## config.mk

```make
export PLATFORM = sky130hd
export DESIGN_NAME = sync_fifo_param
export DESIGN_NICKNAME = d
export VERILOG_FILES = /design/src/rtl/sync_fifo_param.sv
export SDC_FILE = /design/constraint.sdc
export NUM_CORES = 1
export LEC_CHECK = 0
export ABC_CLOCK_PERIOD_IN_PS = 13950
export BUFFER_PORTS_ARGS = -buffer_cell sky130_fd_sc_hd__buf_4
export CAP_MARGIN = 20
export CORE_MARGIN = 2
export CORE_UTILIZATION = 55
export DETAILED_ROUTE_END_ITERATION = 16
export PLACE_DENSITY_LB_ADDON = 0.05
export REMOVE_ABC_BUFFERS = 1
export SETUP_SLACK_MARGIN = 0.1
export SYNTH_ARGS = -nofsm -noshare
export SYNTH_HDL_FRONTEND = slang
export SYNTH_SLANG_ARGS = --single-unit
```

## constraint.sdc

```tcl
create_clock -name clk -period 13.95 [get_ports clk]
set_input_delay 2.0925 -clock clk [delete_from_list [all_inputs] [get_ports clk]]
set_output_delay 2.0925 -clock clk [all_outputs]
set_load 0.01 [all_outputs]
```

## src/rtl/sync_fifo_param.sv

```systemverilog
// Parametrised single-clock FIFO with occupancy, threshold and sticky error flags.
// FWFT=0 gives a registered read port; FWFT=1 presents the head word combinationally.
module sync_fifo_param #(
  parameter int DATA_W   = 128,
  parameter int ADDR_W   = 3,
  parameter int FWFT     = 0,
  parameter int AF_LEVEL = 6,
  parameter int AE_LEVEL = 1
) (
  input  logic              clk,
  input  logic              rst_n,
  input  logic              wr_en,
  input  logic [DATA_W-1:0] wr_data,
  input  logic              rd_en,
  output logic [DATA_W-1:0] rd_data,
  output logic              rd_valid,
  output logic              full,
  output logic              empty,
  output logic              almost_full,
  output logic              almost_empty,
  output logic [ADDR_W:0]   level,
  output logic              overflow,
  output logic              underflow,
  input  logic              clr_err
);

  localparam int DEPTH = 1 << ADDR_W;
  typedef logic [ADDR_W:0] ptr_t;
  localparam ptr_t AF_L = ptr_t'(AF_LEVEL);
  localparam ptr_t AE_L = ptr_t'(AE_LEVEL);

  ptr_t              wr_ptr, rd_ptr, lvl;
  logic [DATA_W-1:0] mem [DEPTH];
  logic              push_ok, pop_ok;

  // Wrap bit distinguishes full from empty when the low address bits match.
  assign full         = (wr_ptr[ADDR_W] != rd_ptr[ADDR_W]) &&
                        (wr_ptr[ADDR_W-1:0] == rd_ptr[ADDR_W-1:0]);
  assign empty        = (wr_ptr == rd_ptr);
  assign almost_full  = (lvl >= AF_L);
  assign almost_empty = (lvl <= AE_L);
  assign level        = lvl;

  // Acceptance is judged against the registered flags only.
  assign push_ok = wr_en & ~full;
  assign pop_ok  = rd_en & ~empty;

  // Storage array: written on accepted push, never reset.
  always_ff @(posedge clk) begin
    if (push_ok) mem[wr_ptr[ADDR_W-1:0]] <= wr_data;
  end

  // Pointer and occupancy update.
  always_ff @(posedge clk or negedge rst_n) begin
    if (!rst_n) begin
      wr_ptr <= '0;
      rd_ptr <= '0;
      lvl    <= '0;
    end else begin
      if (push_ok) wr_ptr <= wr_ptr + ptr_t'(1);
      if (pop_ok)  rd_ptr <= rd_ptr + ptr_t'(1);
      case ({push_ok, pop_ok})
        2'b10:   lvl <= lvl + ptr_t'(1);
        2'b01:   lvl <= lvl - ptr_t'(1);
        default: lvl <= lvl;
      endcase
    end
  end

  // Sticky error flags; a fresh error in the clear cycle keeps the flag set.
  always_ff @(posedge clk or negedge rst_n) begin
    if (!rst_n) begin
      overflow  <= 1'b0;
      underflow <= 1'b0;
    end else begin
      overflow  <= (overflow  & ~clr_err) | (wr_en & full);
      underflow <= (underflow & ~clr_err) | (rd_en & empty);
    end
  end

  generate
    if (FWFT != 0) begin : g_fwft
      // Head word is always on the output while the FIFO holds data.
      assign rd_data  = empty ? '0 : mem[rd_ptr[ADDR_W-1:0]];
      assign rd_valid = ~empty;
    end else begin : g_reg
      logic [DATA_W-1:0] rd_q;
      logic              vld_q;
      // Registered read: data lands one edge after the accepted pop.
      always_ff @(posedge clk or negedge rst_n) begin
        if (!rst_n) begin
          rd_q  <= '0;
          vld_q <= 1'b0;
        end else begin
          vld_q <= pop_ok;
          if (pop_ok) rd_q <= mem[rd_ptr[ADDR_W-1:0]];
        end
      end
      assign rd_data  = rd_q;
      assign rd_valid = vld_q;
    end
  endgenerate

endmodule
```

**Word-level counts from Yosys, hierarchy flattened**

Memories as Yosys holds them, arrays and structs flattened. A register that Yosys moved wholly into a read port is not among the register bits.
Index checks and enable logic that the tools add are counted.

- Register bits: 15
- RAM bits: 1,024
- Bits of input ports: 133
- Output and inout port bits: 139
- Logic and storage cells: 35
- Memories kept: 1

Memories:

| memory | words | bits a word | rd ports | clocked after memory_dff | write ports | RTL line | source |
|---|---|---|---|---|---|---|---|
| mem | 8 | 128 | 1 | 1 | 1 | 33 | `logic [DATA_W-1:0] mem [DEPTH];` |

- Add/sub/neg operators: 4
- Magnitude comparators: 2
- Eq/ne operators: 5
- Multiplexer cells: 3
- Bitwise logic cells: 11
- Reduce and logical (&&, ||, !) cells: 3

Operators by type and width:

| operator | count |
|---|---|
| adder 4 x 1 -> 4 bit (second input constant) | 3 |
| case mux 4 bit (2 select lines) | 1 |
| AND 1 bit | 6 |
| equality test 4 bit | 1 |
| greater-or-equal comparator 4 x 3 -> 1 bit (second input constant) | 1 |
| <= comparator 4 x 1 -> 1 bit (second input constant) | 1 |
| subtractor 4 x 1 -> 4 bit (second input constant) | 1 |
| equality test 3 bit | 1 |
| NOT 1 bit | 3 |
| equality test 2 x 1 -> 1 bit (second input constant) | 1 |
| equality test 2 bit (second input constant) | 1 |
| two-way mux 1 bit | 2 |
| OR 1 bit | 2 |
| nonzero test 2 bit | 1 |
| logical AND 1 bit | 1 |
| zero test 1 bit | 1 |
| inequality test 1 bit | 1 |

**Longest topological paths before layout**

- Word-level depth: 6
- Mapped depth: 11
- Gate-level depth less buffers: 7

**Least setup slack after synthesis**

No wires, ideal clock.

- Path type: input port to flip-flop
- From: in wr_en
- To: mem mem[4][0] (enable)
- Library setup time: 0.772 ns
- Arrival time: 11.166 ns
- Required time: 13.178 ns
- Setup slack: 2.012 ns
- Stages on the path: 3
- Buffers on the path: 0
- Cell sequence: o41ai_2 > or2_2 > nor3_1

- Word-level cells in the longest chain between the ends: 3

RTL lines:

| item | RTL line | source |
|---|---|---|
| from (decl) | 12 | `input logic wr_en,` |
| AND 1 bit | 45 | `assign push_ok = wr_en & ~full;` |
| two-way mux 1 bit | 50 | `if (push_ok) mem[wr_ptr[ADDR_W-1:0]] <= wr_data;` |
| two-way mux 1 bit (implied by the code) | 50 |  |
| to (decl) | 33 |  |

Every way passes these cells.

**Final worst setup path**

- From: reg rd_ptr[0]
- To: out empty

- Word-level cells in the longest chain between the ends: 1

RTL lines:

| item | RTL line | source |
|---|---|---|
| from (decl) | 32 | `ptr_t wr_ptr, rd_ptr, lvl;` |
| from (signal assigned) | 61 | `if (pop_ok) rd_ptr <= rd_ptr + ptr_t'(1);` |
| equality test 4 bit | 39 | `assign empty = (wr_ptr == rd_ptr);` |
| to (decl) | 18 | `output logic empty,` |

Every way passes these cells.

==> results.cfg <==
[sta]
fin_crit_sh = 0.358
final_max_slew_viol_count = 0
rsz0062_at_grt = false
fmax_ghz = 0.200
timing.hold.ws_ps = 476
final-hold-violation-count = 0
max_slew_margin = 0.302
finalSetupViolCount = 0
min_period_ps = 5000
fin_tns_setup_ps = 0
fin_worst_skew_ps = 22.5
max_slew.worst_pin.slew_ps = 1050

[power_and_ir_drop]
p_clk_frac = 0.294
sw_frac_of_total = 0.284
ir_worst_vdd_mv = 0.182
comb_power_share = 0.263
p_per_area_nw_per_um2 = 217
total_power_mw = 11.0
switchingPower_mw = 3.13
p_leak_nw = 17.6
internal_power_mw = 7.88
p_seq_frac = 0.443

[critical_path]
cp-end-kind = primary output
timing.rr.end = mem[3][39]
criticalPathCategory = flop to primary output
cp_data_required_time_ps = 11860
rrSetupSlack_ps = 9490
start_kind = flop
path_max_fanout = 48
crit_arrival_ps = 2910
worstRegToRegCells = 6
timing.rr.start = rd_ptr[1]

[route]
routed_wl_um = 88400
final_antenna_net_count = 0
drt_iter0_drc = 1354
vias = 20000
post_drt_wl_per_cell_um = 25.6
routed_via_density = 5.78
drc = 0
drtPass1Iterations = 5

[global_route]
antenna_found_initial = 9
grt_usage = 0.223
grt_pass1_vias = 21600
grt_pass1_wl_um = 134000
grt_remaining_overflow = 0
grt_max_degree = 189

[floorplanning]
rows = 103
dieArea_sq_um = 81400
coreArea_sq_um = 78600
initial_core_util = 0.553
ios = 272
die_w_um = 285
dieHeight_um = 285

[worst_hold_path]
min_path_cells = 2
hold_end = rd_data[119]
min_from = rd_data[119]
hp-class = flop to flop

[cells_and_area]
drive_gt1_frac = 0.319
nFillCells = 5344
final_cells = 3455
design_area_sq_um = 50800
area_growth_syn_to_layout_pct = 16.8
layout_common_cells = 1,024 x edfxtp_1, 305 x buf_4, 256 x mux4_2, 140 x dfrtp_1, 132 x nand2_1
layout.nets = 2441
final_common_cell = edfxtp_1

[logic_synthesis]
synth_area_leader_cell = edfxtp_1
netlist_instances = 1977
synth_top_area_frac = 0.707
syn-mean-instance-area_sq_um = 22.0
ys_warn_count = 0
synth.distinct_cells = 30
ys_ff_latch = 1167
seq_area_frac_synth = 0.789
synth_area_sq_um = 43500
synth.area.top_cells = edfxtp_1 71%, mux4_2 13%, dfrtp_1 8.2%

[placed_design]
dp_cells = 3233
dp_hpwl_um = 47500
numPortBuffers = 271
routabilityCongestion = 0.740
placed_area_sq_um = 46700

[cts]
ctsRootBufferMaster = clkbuf_16
cts_hold_buf = 0
cts_resized = 0
numCtsBuffers = 115
clockBufferDepth = 3
htreeDepth = 3
clk_pin_slew_ps = 60
clock_latency_ps = 660
tritoncts = done
cts.sinks = 1167
postCtsSetupBuffers = 0

[run]
drv_cap = 0

[outcome]
status = completed
cell usage after synthesis (all sizes together):
master / number
a21oi: 1
buf: 55
clkbuf: 47
dfrtp: 143
edfxtp: 1024
ha: 7
inv: 8
mux2: 2
mux2i: 129
mux4: 256
nand2: 132
nand2b: 4
nand3: 1
nand4b: 2
nor2: 10
nor3: 4
nor4: 2
o21ai: 132
o41ai: 2
or2: 1
xnor2: 6
xor2: 9
how the worst max path moves through the flow:
stage / cells past startpoint / endpoint / from / slack (ps)
global route: 3 / full / rd_ptr[0] / 8710
CTS: 3 / full / rd_ptr[0] / 8870
global placement: 6 / mem[3][88] / wr_en / 8910
finish: 3 / empty / rd_ptr[0] / 8950
detailed placement: 6 / mem[3][67] / wr_en / 8900
floorplan: 4 / mem[4][0] / rd_ptr[0] / -5700
layer usage:
layer  track usage  wire (um)
met1         0.310      37100
met2         0.373      45100
met3        0.0380       4590
met4        0.0584       1510
met5             0         73
worst max-delay path: stages, from the launching register on:
cell and delay [ps]:
dfrtp_4 1050, xor2_1 350, nor4_1 610, buf_4 230
flip-flops by register name, summed over array words and instances, names as in the netlist:
signal and cells:
rd_ptr 4, mem 1024, underflow 1, rd_data 128
wr_ptr 4, level 4, rd_valid 1, overflow 1
cells by family after synthesis:
family / after synthesis / synth area share
buffers and inverters: 110 / 0.0126
adders and majority gates: 7 / 0.00201
AOI/OAI and AO/OA: 135 / 0.0163
DFF: 1167 / 0.789
and+or+nand+nor: 156 / 0.0142
xor gates and xnor gates: 15 / 0.00302
muxes: 387 / 0.163
metrics by stage:
step | worst slack [ps] | util
3_3_place_gp | 8910 | 0.594
2_1_floorplan | -5700 | -
5_1_grt | 8710 | 0.646
3_5_place_dp | 8900 | 0.594
6_report | 8950 | 0.646
4_1_cts | 8870 | 0.646
cell type report:
| type | count | area (sq um) | share of cell area |
|---|---|---|---|
| Timing Repair Buffer | 309 | 2370 | 0.0466 |
| Multi-Input combinational cell | 700 | 8680 | 0.171 |
| Clock buffer | 157 | 3360 | 0.0662 |
| Clock inverter | 60 | 699 | 0.0138 |
| Inverter | 8 | 30.0 | 0.000591 |
| Antenna cell | 4 | 10.0 | 0.000197 |
| Sequential cell | 1167 | 34300 | 0.676 |
| Tap cell | 1050 | 1310 | 0.0259 |
power groups by stage:
| stage | logic (mW) | registers [mW] | clock network, mW |
|---|---|---|---|
| detailed placement | 2.96 | 4.96 | 0 |
| CTS | 2.97 | 4.90 | 3.31 |
| global route | 3.16 | 4.95 | 3.45 |
| floorplan | 2.21 | 5.32 | 0 |
| global placement | 2.93 | 4.93 | 0 |
| finish | 2.90 | 4.88 | 3.24 |
Power figures use the tool's default switching activity.
